**config.mk**
```make
export PLATFORM = sky130hd
export DESIGN_NAME = param_fir_filter
export DESIGN_NICKNAME = d
export VERILOG_FILES = /design/src/rtl/param_fir_filter.sv
export SDC_FILE = /design/constraint.sdc
export NUM_CORES = 2
export LEC_CHECK = 0
export ABC_AREA = 1
export BUFFER_PORTS_ARGS = -buffer_cell sky130_fd_sc_hd__buf_2
export CORE_MARGIN = 2
export CORE_UTILIZATION = 67
export CTS_CLUSTER_DIAMETER = 40
export DETAILED_ROUTE_END_ITERATION = 8
export PLACE_DENSITY = 0.82
export SETUP_SLACK_MARGIN = 0.1
export SYNTH_ARGS = -nofsm -noshare
export SYNTH_HDL_FRONTEND = slang
export SYNTH_SLANG_ARGS = --single-unit
```
**constraint.sdc**
```tcl
create_clock -name clk -period 16.8 [get_ports clk]
set_input_delay 0 -clock clk [delete_from_list [all_inputs] [get_ports clk]]
set_output_delay 0 -clock clk [all_outputs]
set_load 0.1 [all_outputs]
```
**src/rtl/param_fir_filter.sv**
```systemverilog
// rtl/param_fir_filter.sv - parametrised pipelined FIR filter with double-buffered coefficients
//
// Direct-form FIR filter with TAPS taps and signed fixed-point data. Coefficients
// are written into a shadow bank and copied into the active bank on commit.
// The pipeline is accept -> products -> rounded/saturated sum, so a result
// appears exactly two edges after its sample is accepted.
//
// Ports:
//   clk          rising-edge clock
//   rst          asynchronous active-high reset
//   flush        synchronous clear of delay line and pipeline (beats in_valid)
//   in_valid     in_data carries a sample this cycle
//   in_data      input sample, INP_FRAC fractional bits
//   coef_we      write coef_data into shadow[coef_addr]
//   coef_addr    shadow tap index, 0 = newest sample; indices >= TAPS ignored
//   coef_data    coefficient, COEF_FRAC fractional bits
//   coef_commit  copy shadow bank (including a same-cycle write) to active bank
//   out_valid    one-cycle pulse per result
//   out_data     filtered sample, OUT_FRAC fractional bits; holds between pulses
module param_fir_filter #(
    parameter int TAPS      = 6,
    parameter int INP_W     = 16,
    parameter int INP_FRAC  = 14,
    parameter int COEF_W    = 14,
    parameter int COEF_FRAC = 13,
    parameter int OUT_W     = 26,
    parameter int OUT_FRAC  = 22,
    parameter int SAT       = 1
) (
    input  logic                        clk,
    input  logic                        rst,
    input  logic                        flush,
    input  logic                        in_valid,
    input  logic signed [INP_W-1:0]     in_data,
    input  logic                        coef_we,
    input  logic [$clog2(TAPS)-1:0]     coef_addr,
    input  logic signed [COEF_W-1:0]    coef_data,
    input  logic                        coef_commit,
    output logic                        out_valid,
    output logic signed [OUT_W-1:0]     out_data
);

    localparam int AW      = $clog2(TAPS);
    localparam int PW      = INP_W + COEF_W;
    localparam int D       = INP_FRAC + COEF_FRAC - OUT_FRAC;
    // Significant bits of a rounded term; the accumulator is sized so that
    // TAPS such terms never overflow before saturation is decided.
    localparam int TERM_W  = PW + 1 - D;
    localparam int RW      = (TERM_W > OUT_W) ? TERM_W : OUT_W;
    localparam int SUM_W   = RW + AW;
    localparam logic signed [PW:0] RND = (PW+1)'(1) << (D - 1);

    logic signed [INP_W-1:0]  taps        [TAPS];
    logic signed [COEF_W-1:0] shadow      [TAPS];
    logic signed [COEF_W-1:0] shadow_next [TAPS];
    logic signed [COEF_W-1:0] active      [TAPS];
    logic signed [PW-1:0]     prod        [TAPS];
    logic signed [SUM_W-1:0]  term        [TAPS];
    logic signed [SUM_W-1:0]  sum;
    logic signed [OUT_W-1:0]  result;
    logic                     ovf;
    logic                     s0;
    logic                     v1;

    // Shadow bank with this cycle's write applied, so a commit in the same
    // cycle as a write picks the new value up.
    always_comb begin
        for (int k = 0; k < TAPS; k++) begin
            shadow_next[k] = shadow[k];
            if (coef_we && coef_addr == AW'(k))
                shadow_next[k] = coef_data;
        end
    end

    // Round half-up (ties toward +inf) by adding half an output LSB before the
    // arithmetic shift; the extra top bit keeps that addition from overflowing.
    always_comb begin
        sum = '0;
        for (int k = 0; k < TAPS; k++) begin
            term[k] = SUM_W'(($signed({prod[k][PW-1], prod[k]}) + RND) >>> D);
            sum     = sum + term[k];
        end
    end

    // Overflow when the bits above the output sign bit are not all copies of it.
    always_comb begin
        ovf = !((&sum[SUM_W-1:OUT_W-1]) || !(|sum[SUM_W-1:OUT_W-1]));
        if (SAT != 0 && ovf)
            result = sum[SUM_W-1] ? {1'b1, {(OUT_W-1){1'b0}}} : {1'b0, {(OUT_W-1){1'b1}}};
        else
            result = sum[OUT_W-1:0];
    end

    always_ff @(posedge clk or posedge rst) begin
        if (rst) begin
            for (int k = 0; k < TAPS; k++) begin
                taps[k]   <= '0;
                shadow[k] <= '0;
                active[k] <= '0;
                prod[k]   <= '0;
            end
            s0        <= 1'b0;
            v1        <= 1'b0;
            out_valid <= 1'b0;
            out_data  <= '0;
        end else begin
            for (int k = 0; k < TAPS; k++) begin
                shadow[k] <= shadow_next[k];
                if (coef_commit)
                    active[k] <= shadow_next[k];
            end
            if (flush) begin
                for (int k = 0; k < TAPS; k++) begin
                    taps[k] <= '0;
                    prod[k] <= '0;
                end
                s0        <= 1'b0;
                v1        <= 1'b0;
                out_valid <= 1'b0;
            end else begin
                if (in_valid) begin
                    taps[0] <= in_data;
                    for (int k = 1; k < TAPS; k++)
                        taps[k] <= taps[k-1];
                end
                // Products use the pre-edge active bank, so a commit at this
                // edge only affects samples accepted at or after it.
                for (int k = 0; k < TAPS; k++)
                    prod[k] <= PW'(taps[k]) * PW'(active[k]);
                s0        <= in_valid;
                v1        <= s0;
                out_valid <= v1;
                if (v1)
                    out_data <= result;
            end
        end
    end

endmodule

```
==> impl_metrics.py <==
metrics = {
    "worst_setup_path": {
        "path_cells": "nand2_1 -> fa_1 -> fa_1 -> inv_1 -> fa_1 -> fa_1 -> fa_1 -> inv_1 -> fa_1 -> inv_1 -> ha_1 -> nand2_1 -> nor2_1 -> nand2_1 -> o211ai_1 -> a21o_1 -> o21ai_0 -> a21oi_1",
        "crit_arrival_ns": 7.13,
        "cp.depth": 18,
        "rrSetupSlack_ns": 10.21,
        "crit_fanout": 17,
        "start_kind": "flop",
        "cp-endpoint": "prod[115]",
        "cpLargestDelayFamily": "adder cells",
        "startpoint": "active[44]",
        "crit_top_cell": "fa_1",
        "slowest_delay_ns": 0.80,
        "crit_buf_inv": 3,
        "end_kind": "flop",
        "cp_slowest_cell": "dfrtp_1",
        "regToRegEndpoint": "prod[115]",
        "r2r_start": "active[44]",
        "required_ns": 17.35,
        "criticalPathCategory": "flop to flop",
        "rr_worst_depth": 18,
    },
    "floorplan": {
        "rows": 122,
        "pin_count": 66,
        "die_x_um": 338,
        "start_util": 0.676,
        "die-area_um2": 115000,
        "die_h_um": 338,
        "coreArea_um2": 111000,
    },
    "detailed_routing": {
        "ant_nets": 0,
        "detail_route.wl_per_cell_um": 19.9,
        "drt_wl_total_mm": 212,
        "drtPass1Iterations": 6,
        "via_count": 59197,
        "drt_first_iter_violations": 5869,
        "vias_per_cell": 5.56,
        "route.detailed.drc": 0,
    },
    "sta": {
        "fmaxAchievable_ghz": 0.152,
        "maxSlewViolCount": 0,
        "setup_viol": 0,
        "fin_setup_tns_ns": 0,
        "period_share": 0.392,
        "clock_skew_ns": 0.0469,
        "grt_setup_unrepaired": "false",
        "post-route-min-period_ns": 6.59,
        "relSlewSlack": 0.254,
        "tightest_slew_ns": 1.12,
        "hold_viol_final": 0,
    },
    "global_route": {
        "grt.total_usage": 0.380,
        "grt_max_degree": 126,
        "grt_pass1_vias": 61909,
        "grt_antenna_before_repair": 19,
        "grt_first_pass_wirelength_mm": 338,
        "grt.overflow.total": 0,
    },
    "final_layout": {
        "drive_above_1_share": 0.0393,
        "ff_latch_area_um2": 11200,
        "fin_cells": 10648,
        "multi_input_area_um2": 52200,
        "fill_cells": 8384,
        "nNetsFinal": 10979,
        "area_growth_pct": 5.66,
    },
    "place": {
        "dp_hpwl_mm": 172,
        "placement.io_buffers": 65,
        "gp_congestion": 1.04,
        "dp.cells": 10459,
    },
    "logic_synthesis": {
        "synthCells": 9202,
        "synth_warnings": 0,
        "yosysUniqueCellTypes": 53,
        "synth_most_common_cell": "inv_1",
        "syn-cell-area_um2": 74900,
        "netlist_top_cells_area": "fa_1 (38%), dfrtp_1 (15%), inv_1 (14%)",
        "synth_nets": 11102,
        "async_reset_ff_frac": 1.00,
        "synth_top_area_frac": 0.379,
        "synth_seq_area_share": 0.150,
        "synth_common_cells": "inv_1 (2750), nand2_1 (2039), fa_1 (1420)",
        "synth_top_cell_by_area": "fa_1",
        "synth_edf_count": 0,
        "syn_area_per_cell_um2": 8.14,
        "synth-main-ff-cell": "dfrtp_1",
        "synth_seq_cells": 449,
    },
    "clock_network": {
        "worstSkewPairLatency_ns": 0.67,
        "cts_buffers": 86,
        "cts_tree": "yes",
        "cts_max_level": 3,
        "clkTransAtPathRegs_ns": 0.06,
        "clock_sinks": 449,
        "clockBufferDepth": 3,
        "root_buffer": "clkbuf_16",
    },
    "power": {
        "power_density_nw_per_um2": 101,
        "cellLeakagePower_uw": 0.0466,
        "peakVddDrop_v": 0.000161,
    },
    "flow_run": {
        "drv_cap": 0,
    },
    "min_path": {
        "hp-class": "input port to async pin",
    },
    "run_status": {
        "status": "completed",
    },
}
placed cells by master (no fill, tap or decap), types with 5 or more instances in the layout:
cell type	Yosys	final
o31ai_1	9	9
dfrtp_1	449	449
nor2_1	369	368
a21boi_0	6	6
ha_1	441	441
a31oi_1	14	14
xnor2_1	124	124
inv_6	0	21
inv_1	2750	2748
o22ai_1	70	70
mux2_2	74	74
nand2_1	2039	2038
clkinv_8	0	6
o21bai_1	20	20
clkinv_2	0	5
o21a_1	9	9
nor2_2	10	11
a21oi_1	279	279
clkbuf_16	0	87
inv_8	0	12
nand3_1	147	147
nor3_2	6	6
o211ai_1	9	9
diode_2	0	15
clkinv_4	0	6
buf_4	0	19
a21o_1	30	30
clkbuf_1	299	6
clkbuf_8	0	5
dlygate4sd3_1	0	20
nor3_1	62	62
o21ai_0	296	296
clkinvlp_4	0	5
nand4_1	36	36
nor4_1	15	15
fa_1	1420	1420
nand2_2	12	12
xor2_1	146	146
buf_2	2	64
registers in the layout, summed over array words and instances, names as in the netlist:
register and count:
active 84, out_data 26, out_valid 1, prod 156
s0 1, shadow 84, taps 96, v1 1
where the power goes:
part,total (µW),internal [µW],switching (µW)
clock,1740,1050,690
combinational,4550,1530,3010
sequential,1700,1260,433
timing repair:
item                                   4_1_cts  5_1_grt
resized for setup                            0        0
hold buffers                                20        0
setup buffers                                0        0
endpoints found under the hold margin      175        0
cell families (layout without fill, tap and decap cells):
kind of cell / Yosys count / in the layout / share of synthesized area
AND/OR/NAND/NOR: 2717 / 2717 / 0.144
flip-flops: 449 / 449 / 0.150
multiplexers: 74 / 74 / 0.0111
adder cells (fa/ha/maj): 1861 / 1861 / 0.453
other: 0 / 15 / 0
XOR/XNOR: 270 / 270 / 0.0316
buffers and inverters: 3066 / 3009 / 0.154
AO/OA/AOI/OAI: 765 / 765 / 0.0564
worst min-delay path by stage:
stage,end,depth (start not counted),start
after floorplan,taps[80],2,in_data[0]
after global placement,taps[88],3,in_data[8]
after detailed placement,taps[88],3,in_data[8]
after CTS,shadow[12],7,coef_addr[2]
after global routing,shadow[12],7,coef_we
final,prod[146],3,rst
tightest hold or removal path: cells and delay by family:
kind / cells / cell delay (ns)
buf+inv: 3 / 1.26
per-layer routing:
| layer | track usage | share of wire |
|---|---|---|
| met1 | 0.527 | 0.39 |
| met2 | 0.562 | 0.43 |
| met5 | 0 | 0.00059 |
| met3 | 0.111 | 0.13 |
| met4 | 0.166 | 0.051 |
through the flow:
step	total power, µW	setup slack (ns)	cell area [µm²]	hold WS (ns)	utilization
after floorplan	4960	4.29	74900	0.121	-
after global placement	6030	10.36	76100	0.257	0.686
after detailed placement	6160	10.36	76100	0.253	0.686
after CTS	7920	10.28	79200	0.0697	0.714
after global routing	8630	9.89	79200	0.143	0.714
final	7980	10.21	79200	0.0966	0.715
area by class of cell:
class,instances,area share
multi-input cells,5687,0.659
flip-flops and latches,449,0.142
inverters,2752,0.131
clock buffers,98,0.0286
well taps,1488,0.0235
repair buffers,103,0.00837
clock inverters,56,0.00765
diodes,15,0.000474
Power figures use the tool's default switching activity.
